<file path="src/rtl/rv_test_ctrl.sv">
// Compliance-run controller for the RV32I core: sequences core reset, snoops
// signature/halt stores, buffers signature words and reports run status.
module rv_test_ctrl #(
  parameter logic [31:0] SIG_ADDR   = 32'h0000_0F00,
  parameter logic [31:0] HALT_ADDR  = 32'hCAFE_BEEF,
  parameter int unsigned TIMEOUT    = 500000,
  parameter int unsigned RST_CYCLES = 10,
  parameter int unsigned FIFO_DEPTH = 16
) (
  input  logic        clk,
  input  logic        rst,
  input  logic        start,
  output logic        core_rst,
  input  logic        st_en,
  input  logic [31:0] st_addr,
  input  logic [31:0] st_data,
  output logic        sig_valid,
  input  logic        sig_ready,
  output logic [31:0] sig_data,
  output logic        done,
  output logic        timeout,
  output logic        overflow,
  output logic [31:0] cycle_cnt,
  output logic [15:0] sig_count
);

  localparam int AW = $clog2(FIFO_DEPTH);
  localparam int HW = (RST_CYCLES > 1) ? $clog2(RST_CYCLES) : 1;
  localparam logic [AW:0]   DEPTH_C = (AW+1)'(FIFO_DEPTH);
  localparam logic [HW-1:0] HOLD_LAST = HW'(RST_CYCLES - 1);
  localparam logic [31:0]   TO_C = 32'(TIMEOUT);

  typedef enum logic [2:0] {S_IDLE, S_HOLD, S_RUN, S_DRAIN, S_DONE} state_t;

  state_t          state_q;
  logic            core_rst_q, done_q, timeout_q, overflow_q;
  logic [31:0]     cycle_cnt_q;
  logic [15:0]     sig_count_q;
  logic [HW-1:0]   hold_cnt_q;
  logic [AW-1:0]   wr_ptr_q, rd_ptr_q;
  logic [AW:0]     count_q;
  logic [31:0]     mem_q [FIFO_DEPTH];

  logic in_run, halt_hit, tmo_hit, sig_hit, full, pop, push, drop;

  always_comb begin
    in_run   = (state_q == S_RUN);
    halt_hit = in_run && st_en && (st_addr == HALT_ADDR);
    tmo_hit  = in_run && ((cycle_cnt_q + 32'd1) == TO_C);
    // Halt takes priority when the signature and halt addresses coincide.
    sig_hit  = in_run && st_en && (st_addr == SIG_ADDR) && !halt_hit;
    full     = (count_q == DEPTH_C);
    pop      = (count_q != '0) && sig_ready;
    push     = sig_hit && (!full || pop);
    drop     = sig_hit && full && !pop;
  end

  always_ff @(posedge clk) begin
    if (rst) begin
      state_q     <= S_IDLE;
      core_rst_q  <= 1'b1;
      done_q      <= 1'b0;
      timeout_q   <= 1'b0;
      overflow_q  <= 1'b0;
      cycle_cnt_q <= '0;
      sig_count_q <= '0;
      hold_cnt_q  <= '0;
      wr_ptr_q    <= '0;
      rd_ptr_q    <= '0;
      count_q     <= '0;
    end else begin
      if (push) wr_ptr_q <= wr_ptr_q + AW'(1);
      if (pop)  rd_ptr_q <= rd_ptr_q + AW'(1);
      case ({push, pop})
        2'b10:   count_q <= count_q + (AW+1)'(1);
        2'b01:   count_q <= count_q - (AW+1)'(1);
        default: count_q <= count_q;
      endcase
      if (push && (sig_count_q != 16'hFFFF)) sig_count_q <= sig_count_q + 16'd1;
      if (drop) overflow_q <= 1'b1;

      case (state_q)
        S_IDLE, S_DONE: begin
          if (start) begin
            state_q     <= S_HOLD;
            core_rst_q  <= 1'b1;
            done_q      <= 1'b0;
            timeout_q   <= 1'b0;
            overflow_q  <= 1'b0;
            cycle_cnt_q <= '0;
            sig_count_q <= '0;
            hold_cnt_q  <= '0;
          end
        end
        S_HOLD: begin
          if (hold_cnt_q == HOLD_LAST) begin
            state_q    <= S_RUN;
            core_rst_q <= 1'b0;
          end else begin
            hold_cnt_q <= hold_cnt_q + HW'(1);
          end
        end
        S_RUN: begin
          cycle_cnt_q <= cycle_cnt_q + 32'd1;
          if (halt_hit || tmo_hit) begin
            state_q    <= S_DRAIN;
            core_rst_q <= 1'b1;
            timeout_q  <= !halt_hit;
          end
        end
        S_DRAIN: begin
          if (count_q == '0) begin
            state_q <= S_DONE;
            done_q  <= 1'b1;
          end
        end
        default: state_q <= S_IDLE;
      endcase
    end
  end

  // Storage is data only; occupancy is tracked by the reset-controlled pointers.
  always_ff @(posedge clk) begin
    if (push) mem_q[wr_ptr_q] <= st_data;
  end

  assign sig_valid = (count_q != '0);
  assign sig_data  = sig_valid ? mem_q[rd_ptr_q] : 32'd0;
  assign core_rst  = core_rst_q;
  assign done      = done_q;
  assign timeout   = timeout_q;
  assign overflow  = overflow_q;
  assign cycle_cnt = cycle_cnt_q;
  assign sig_count = sig_count_q;

endmodule
</file>
<file path="config.mk">
export PLATFORM = sky130hd
export DESIGN_NAME = rv_test_ctrl
export DESIGN_NICKNAME = d
export VERILOG_FILES = /design/src/rtl/rv_test_ctrl.sv
export SDC_FILE = /design/constraint.sdc
export NUM_CORES = 1
export LEC_CHECK = 0
export ABC_AREA = 0
export CORE_UTILIZATION = 64
export DETAILED_ROUTE_END_ITERATION = 12
export PLACE_DENSITY = 0.82
export REMOVE_ABC_BUFFERS = 1
export SYNTH_ARGS = -nofsm -noshare
export SYNTH_HDL_FRONTEND = slang
export SYNTH_SLANG_ARGS = --single-unit
</file>
<file path="constraint.sdc">
create_clock -name clk -period 12.4 [get_ports clk]
set_input_delay 3.1 -clock clk [delete_from_list [all_inputs] [get_ports clk]]
set_output_delay 3.1 -clock clk [all_outputs]
set_load 0.005 [all_outputs]
</file>
After elaboration in Yosys (flattened, before gate mapping)
Memories as Yosys holds them, arrays and structs flattened. A register that Yosys moved wholly into a read port is not among the register bits.
Index checks and enable logic that the tools add are counted.
- $add $sub $neg: 7
- equal/unequal tests: 17
- multiplexer cells: 31
- reductions and logical operators: 30
- operators with widths (kind ; number):
    $mux W32 ; 2
    $pmux W32 S2 ; 1
    $mux W16 ; 3
    $add A32 B1 Y32 const B ; 1
    $eq A32 B12 Y1 const B ; 1
    $eq A32 B19 Y1 const B ; 1
    $eq A32 B32 Y1 const B ; 1
    $add A16 B1 Y16 const B ; 1
    $mux W4 ; 4
    $ne A16 B16 Y1 const B ; 1
    $add A4 B1 Y4 const B ; 3
    $mux W3 ; 4
    $pmux W3 S4 ; 1
    $mux W1 ; 11
    $logic_and A1 B1 Y1 ; 10
    $pmux W5 S2 ; 1
    $reduce_and A3 Y1 ; 3
    $ne A2 B2 Y1 const B ; 4
    $pmux W4 S2 ; 1
    $reduce_and A4 Y1 ; 2
    $reduce_bool A2 Y1 ; 4
    $eq A3 B2 Y1 const B ; 2
    $add A5 B1 Y5 const B ; 1
    $eq A5 B5 Y1 const B ; 1
    17 further kinds ; 21
- register bits: 72
- RAM bits: 512
- input bits: 69
- output and inout port bits: 85
- memories kept: 1
- memory list (name ; words ; bits a word ; rd ports ; clocked after memory_dff ; wr ports ; line ; RTL):
    mem_q ; 16 ; 32 ; 1 ; 1 ; 1 ; 42 ; logic [31:0] mem_q [FIFO_DEPTH];

Longest topological paths before layout
Gate-level depths: netlist of the first run.
- depth after elaboration: 10
- gate-level depth with buffers: 12
- mapped depth without buffers: 11

Worst setup path after synthesis of the first run
No wires, ideal clock.
- kind: input-to-reg
- from: in st_addr[16]
- to: mem mem_q[3][0] (enable)
- library setup time: 461 ps
- arrival time: 6624 ps
- path slack: 5315 ps
- stages: 5
- cell sequence: nor4bb_1 > nand4_2 > nor4_4 > nand2_1 > nor3_1
- longest elaborated chain between the ends: 7
- elaborated cells between the ends (all ways): 9
- classes of those cells: eq/ne: 2; mux: 2; reduce/logical: 5
- ends and longest elaborated chain (item ; line ; RTL):
    start: declaration ; 15 ; input logic [31:0] st_addr,
    $eq A32 B32 Y1 ; 48 ; halt_hit = in_run && st_en && (st_addr == HALT_ADDR);
    $logic_and A1 B1 Y1 ; 48 ;
    $logic_not A1 Y1 ; 51 ; sig_hit = in_run && st_en && (st_addr == SIG_ADDR) && !halt_hit;
    $logic_and A1 B1 Y1 (*) ; 51 ;
    $logic_and A1 B1 Y1 (*) ; 54 ; push = sig_hit && (!full || pop);
    $mux W1 (*) ; 124 ; if (push) mem_q[wr_ptr_q] <= st_data;
    $mux W1 (not written as such) (*) ; 124 ;
    end: declaration ; 42 ;
Mark *: on every way between the ends. The rest lies on a longest branch, timed or not.

==> results.py, run 1 <==
metrics = {
    "die": {
        "num_rows": 70,
        "die-width_um": 195,
        "start_util": 0.651,
        "die_y_um": 195,
        "io_pins": 154,
        "core_um2": 36600,
        "dieArea_um2": 38000,
    },
    "layout": {
        "layout_common_cells": "edfxtp_1 (512), mux4_2 (160), clkdlybuf4s50_1 (152), nor2_1 (74), dfxtp_1 (72)",
        "regArea_um2": 16900,
        "n_fill_cell": 1993,
        "n_antenna_cell": 0,
        "nets": 1560,
        "drive_gt1_frac": 0.204,
        "multi_input_area_um2": 6710,
        "areaGrowthSynthToFinish_pct": 17.0,
        "final_common_cell": "edfxtp_1",
    },
    "sta": {
        "fin_ws_ns": 4.91,
        "holdWs_ns": 0.474,
        "setup_viol": 0,
        "fmax_mhz": 133,
        "finalCriticalPeriod_ns": 7.49,
        "tns_ns": 0,
        "rsz0062_at_grt": "false",
        "hold_viol": 0,
        "fin_crit_sh": 0.604,
        "max_slew_margin": 0.216,
        "tightest_slew_ns": 1.18,
        "slew_violations": 0,
        "finClkSkew_ns": 0.0236,
    },
    "grt": {
        "grt_pass1_wl_mm": 84.1,
        "grt_max_degree": 73,
        "antenna_found_initial": 1,
        "grt_pass1_vias": 13600,
        "overflow": 0,
        "grt_util_all_layers": 0.304,
    },
    "placed_design": {
        "portBuffers": 153,
        "dp_slack_ns": 5.48,
        "dp_hpwl_mm": 27.5,
        "gp_congestion": 0.849,
    },
    "yosys": {
        "ys_ff_latch": 588,
        "synthDistinctLibCells": 64,
        "syn_inst": 1311,
        "synth_edf_count": 512,
        "avgSynthCellArea_um2": 18.2,
        "async_flop_share": 0,
        "syn_area_um2": 23800,
        "ys.flop_type": "edfxtp_1",
        "synth_warnings": 0,
        "yosysSeqAreaShare": 0.709,
    },
    "setup_path": {
        "critical_path.cell_chain": "buf_4, mux4_2, mux4_2, and2_1, clkdlybuf4s50_1",
        "cp.depth": 5,
        "cp-start-kind": "flip-flop",
        "required_ns": 9.30,
        "crit_fanout": 54,
        "path_delay_family": "buffers and inverters",
        "crit_buf_inv": 2,
        "endpoint_kind": "primary output",
        "cpMostUsedCell": "mux4_2",
        "reg2reg_depth": 6,
        "cp_slowest_cell": "dfxtp_4",
        "critPathKind": "reg2out",
        "slowest_delay_ns": 1.05,
        "cp_data_arrival_time_ns": 4.39,
    },
    "hold_path": {
        "min_path_cells": 2,
        "holdCritPathClass": "reg2reg",
    },
    "run": {
        "drv_cap": 0,
    },
    "cts": {
        "cts_tree": "done",
        "h-tree-depth": 2,
        "cts_hold_buffers": 0,
        "cts_buffers": 56,
        "clkTransAtPathRegs_ns": 0.06,
        "cts_root_buffer": "clkbuf_16",
        "cts_resized": 0,
        "clk_latency_ns": 0.61,
        "clockBufferDepth": 3,
        "post_cts_buffers": 0,
        "clock_sinks": 588,
    },
    "detailed_routing": {
        "firstDrtPassIters": 5,
        "wire_per_inst_um": 28.2,
        "ant_nets": 0,
        "routed_via_density": 6.66,
        "wl_mm": 56.3,
        "vias": 13300,
        "route.detailed.drc": 0,
        "drt-initial-drc-count": 1240,
    },
    "power": {
        "swShare": 0.206,
        "p_int_mw": 3.26,
        "powerDensity_nw_per_um2": 147,
        "p_leak_nw": 8.62,
        "combPwrFrac": 0.039,
        "ir_drop_mv": 0.107,
        "netSwitchingPower_mw": 0.845,
        "total_power_mw": 4.10,
        "pwr-share-seq": 0.528,
        "pwr-share-clk": 0.433,
    },
    "run_status": {
        "status": "complete, no violations",
    },
}
## per-stage QoR
| stage | cells | cell area, um^2 | util |
|---|---|---|---|
| global route | 1992 | 27900 | 0.762 |
| global placement | 1888 | 26000 | 0.709 |
| floorplan | 1243 | 23600 | - |
| detailed placement | 1888 | 26000 | 0.709 |
| finish | 1992 | 27900 | 0.762 |
| CTS | 1992 | 27900 | 0.762 |
## cell families after synthesis
logic type      after synthesis  synth area share
buf+inv                      84            0.0143
flops                       588             0.709
mux                         166             0.154
fa+ha+maj                    13           0.00714
simple gates                306            0.0732
compound gates              125            0.0323
xor+xnor                     29            0.0107
## layout make-up
cell class | count | share of cell area
Clock inverter | 38 | 0.0163
Tap cell | 468 | 0.0210
Timing Repair Buffer | 177 | 0.0612
Multi-Input combinational cell | 639 | 0.241
Clock buffer | 66 | 0.0523
Sequential cell | 588 | 0.606
Inverter | 16 | 0.00215
## tightest hold or removal path: cells and delay by family (launching register included)
kind	cells	cell delay, ns
DFF	1	0.31
and+or+nand+nor	1	0.06
AOI/OAI and AO/OA	1	0.06
## state kept, by name (all words and copies together), names as in the netlist, named ones only
name,cells
wr_ptr_q,4
state_q,3
overflow,1
core_rst,1
mem_q,512
timeout,1
count_q,5
sig_count,16
done,1
hold_cnt_q,4
rd_ptr_q,4
cycle_cnt,32
## per-layer routing
layer | up-vias | share of wire | GRT usage
met3 | 92 | 0.087 | 0.0568
li1 | 5664 | - | -
met1 | 6817 | 0.37 | 0.401
met2 | 699 | 0.52 | 0.521
met4 | 2 | 0.020 | 0.0889
met5 | - | 0.00023 | 0
## cell usage after synthesis, types with 3 or more instances
library cell	count	area, um^2
edfxtp_1	512	15400
mux4_2	160	3600
nor2_1	86	323
dfxtp_1	76	1520
nand2_1	47	176
a21oi_1	46	230
clkbuf_1	46	173
and2_1	37	231
o21ai_0	31	155
nand4_1	22	138
nand3_1	20	100
nor3_1	17	85.1
inv_1	16	60.1
xor2_1	16	140
xnor2_1	13	114
ha_1	12	150
buf_1	10	37.5
nor4_1	10	62.6
or3_1	10	62.6
a31oi_1	9	56.3
and4_1	9	78.8
buf_2	9	45.0
a311oi_1	8	70.1
and3_1	7	43.8
mux2i_1	6	60.1
a211oi_1	5	37.5
a22oi_1	5	37.5
nand2b_1	4	25.0
nand3b_1	4	30.0
nand4b_1	4	35.0
nor4_4	4	85.1
or4_1	4	30.0
a21o_1	3	22.5
nand4_4	3	63.8
nor3b_1	3	22.5
or2_2	3	18.8
## worst paths after layout
path	startpoint	end	slack [ns]
hold / removal	done	done	0.47
hold reg to reg	done	done	0.47
setup reg to reg	state_q[1]	mem_q[12][27]	8.06
setup / recovery	flip-flop	sig_data[15]	4.91
## power groups by stage
stage	sequential, mW	combinational [mW]	clock [mW]
finish	2.17	0.159	1.78
global route	2.17	0.174	1.86
CTS	2.17	0.157	1.80
detailed placement	2.21	0.155	0
global placement	2.21	0.149	0
floorplan	2.21	0.0741	0
(Power assumes the default switching activity.)
==> run 2, diff against run 1 <==
--- a/config.mk
+++ b/config.mk
@@ -6,9 +6,9 @@
 export NUM_CORES = 1
 export LEC_CHECK = 0
 export ABC_AREA = 0
-export CORE_UTILIZATION = 64
+export CORE_UTILIZATION = 53
 export DETAILED_ROUTE_END_ITERATION = 12
-export PLACE_DENSITY = 0.82
+export PLACE_DENSITY = 0.72
 export REMOVE_ABC_BUFFERS = 1
 export SYNTH_ARGS = -nofsm -noshare
 export SYNTH_HDL_FRONTEND = slang
==> constraint.sdc (replaced) <==
create_clock -name clk -period 6.8 [get_ports clk]
set_input_delay 1.7 -clock clk [delete_from_list [all_inputs] [get_ports clk]]
set_output_delay 1.7 -clock clk [all_outputs]
set_load 0.005 [all_outputs]
==> results.py, run 2 (same netlist as run 1, synthesis figures left out) <==
metrics = {
    "cts": {
        "clockBufferDepth": 3,
        "clock_sinks": 588,
        "h-tree-depth": 2,
        "post_cts_buffers": 0,
        "cts_buffers": 57,
        "cts_hold_buffers": 0,
        "cts_tree": "done",
        "clk_latency_ns": 0.62,
        "cts_root_buffer": "clkbuf_16",
        "cts_resized": 0,
        "clkTransAtPathRegs_ns": 0.06,
    },
    "run": {
        "drv_cap": 0,
    },
    "placed_design": {
        "gp_congestion": 0.825,
        "dp_hpwl_mm": 31.6,
        "dp_cells": 2009,
        "portBuffers": 153,
    },
    "die": {
        "io_pins": 154,
        "die-width_um": 214,
        "num_rows": 77,
        "start_util": 0.538,
        "core_um2": 44300,
        "die_y_um": 214,
        "dieArea_um2": 45800,
    },
    "sta": {
        "tightest_slew_ns": 1.31,
        "fin_crit_sh": 0.769,
        "hold_viol": 0,
        "tns_ns": 0,
        "rsz0062_at_grt": "false",
        "max_slew_margin": 0.128,
        "finClkSkew_ns": 0.0154,
        "finalCriticalPeriod_ns": 5.23,
        "setup_viol": 0,
        "slew_violations": 0,
        "fmax_mhz": 191,
    },
    "detailed_routing": {
        "drt-initial-drc-count": 1239,
        "vias": 12900,
        "wire_per_inst_um": 25.2,
        "wl_mm": 53.3,
        "ant_nets": 0,
        "firstDrtPassIters": 5,
        "routed_via_density": 6.12,
        "route.detailed.drc": 0,
    },
    "layout": {
        "fin_util": 0.630,
        "layout_common_cells": "edfxtp_1 (512), mux4_2 (160), clkdlybuf4s50_1 (152), nor2_1 (74), dfxtp_1 (72)",
        "nets": 1558,
        "largest_register_ffs": 512,
        "multi_input_area_um2": 6710,
        "n_fill_cell": 3147,
        "areaGrowthSynthToFinish_pct": 17.1,
        "drive_gt1_frac": 0.198,
        "regArea_um2": 16900,
        "final_common_cell": "edfxtp_1",
        "fin_cells": 2117,
        "regMostFlops": "mem_q",
    },
    "power": {
        "pwr-share-clk": 0.416,
        "powerDensity_nw_per_um2": 260,
        "p_int_mw": 5.71,
        "netSwitchingPower_mw": 1.56,
        "p_leak_nw": 8.55,
        "total_power_mw": 7.27,
        "combPwrFrac": 0.041,
        "swShare": 0.215,
        "pwr-share-seq": 0.543,
        "ir_drop_mv": 0.190,
    },
    "grt": {
        "grt_pass1_wl_mm": 81.2,
        "overflow": 0,
        "antenna_found_initial": 3,
        "grt_util_all_layers": 0.236,
        "grt_pass1_vias": 13200,
        "grt_max_degree": 72,
    },
    "setup_path": {
        "crit_fanout": 24,
        "endpoint_kind": "primary output",
        "cp-start-kind": "flip-flop",
        "cp_data_arrival_time_ns": 3.53,
        "required_ns": 5.10,
        "critPathKind": "reg2out",
    },
    "hold_path": {
        "holdCritPathClass": "reg2reg",
    },
    "run_status": {
        "status": "complete, no violations",
    },
}
[run 2: path summary, 6_finish.rpt]
check	startpoint	to	slack, ns	cells after the start
max	flip-flop	sig_data[31]	1.57	5
min	overflow	overflow	0.48	2
max reg2reg	state_q[0]	mem_q[15][26]	2.97	6
min reg2reg	overflow	overflow	0.48	2
[run 2: critical path: stages (launching register included)]
cell and delay [ns]:
dfxtp_4 0.69, buf_4 0.47, mux4_2 0.63, mux4_2 0.50, and2_1 0.17, clkdlybuf4s50_1 0.44
[run 2: final cells by class]
class	instances	share of cell area
clock buffer	67	0.0532
sequential	588	0.605
antenna	1	0.0000896
timing repair buffer	174	0.0616
inverter	16	0.00215
clock inverter	40	0.0107
multi-input combinational	639	0.240
tap	592	0.0265
[run 2: power by group through the flow]
| stage | clock, mW | sequential, mW | combinational [mW] |
|---|---|---|---|
| floorplan | 0 | 4.02 | 0.135 |
| finish | 3.02 | 3.95 | 0.300 |
| CTS | 3.07 | 3.95 | 0.298 |
| global route | 3.21 | 3.95 | 0.327 |
| detailed placement | 0 | 4.03 | 0.298 |
| global placement | 0 | 4.03 | 0.290 |
[run 2: metrics by stage]
stage | hold WS, ns | setup slack [ns] | area (um^2)
3_5_place_dp | 0.461 | 1.41 | 26100
2_1_floorplan | 0.447 | -1.47 | 23600
3_3_place_gp | 0.449 | 1.48 | 26100
6_report | 0.476 | 1.57 | 27900
5_1_grt | 0.516 | 1.36 | 27900
4_1_cts | 0.476 | 1.45 | 27900
[run 2: routing by layer]
metal / GRT usage / routed length (um)
met1: 0.323 / 21600
met2: 0.392 / 26700
met3: 0.0495 / 3990
met4: 0.0581 / 915
met5: 0 / 24
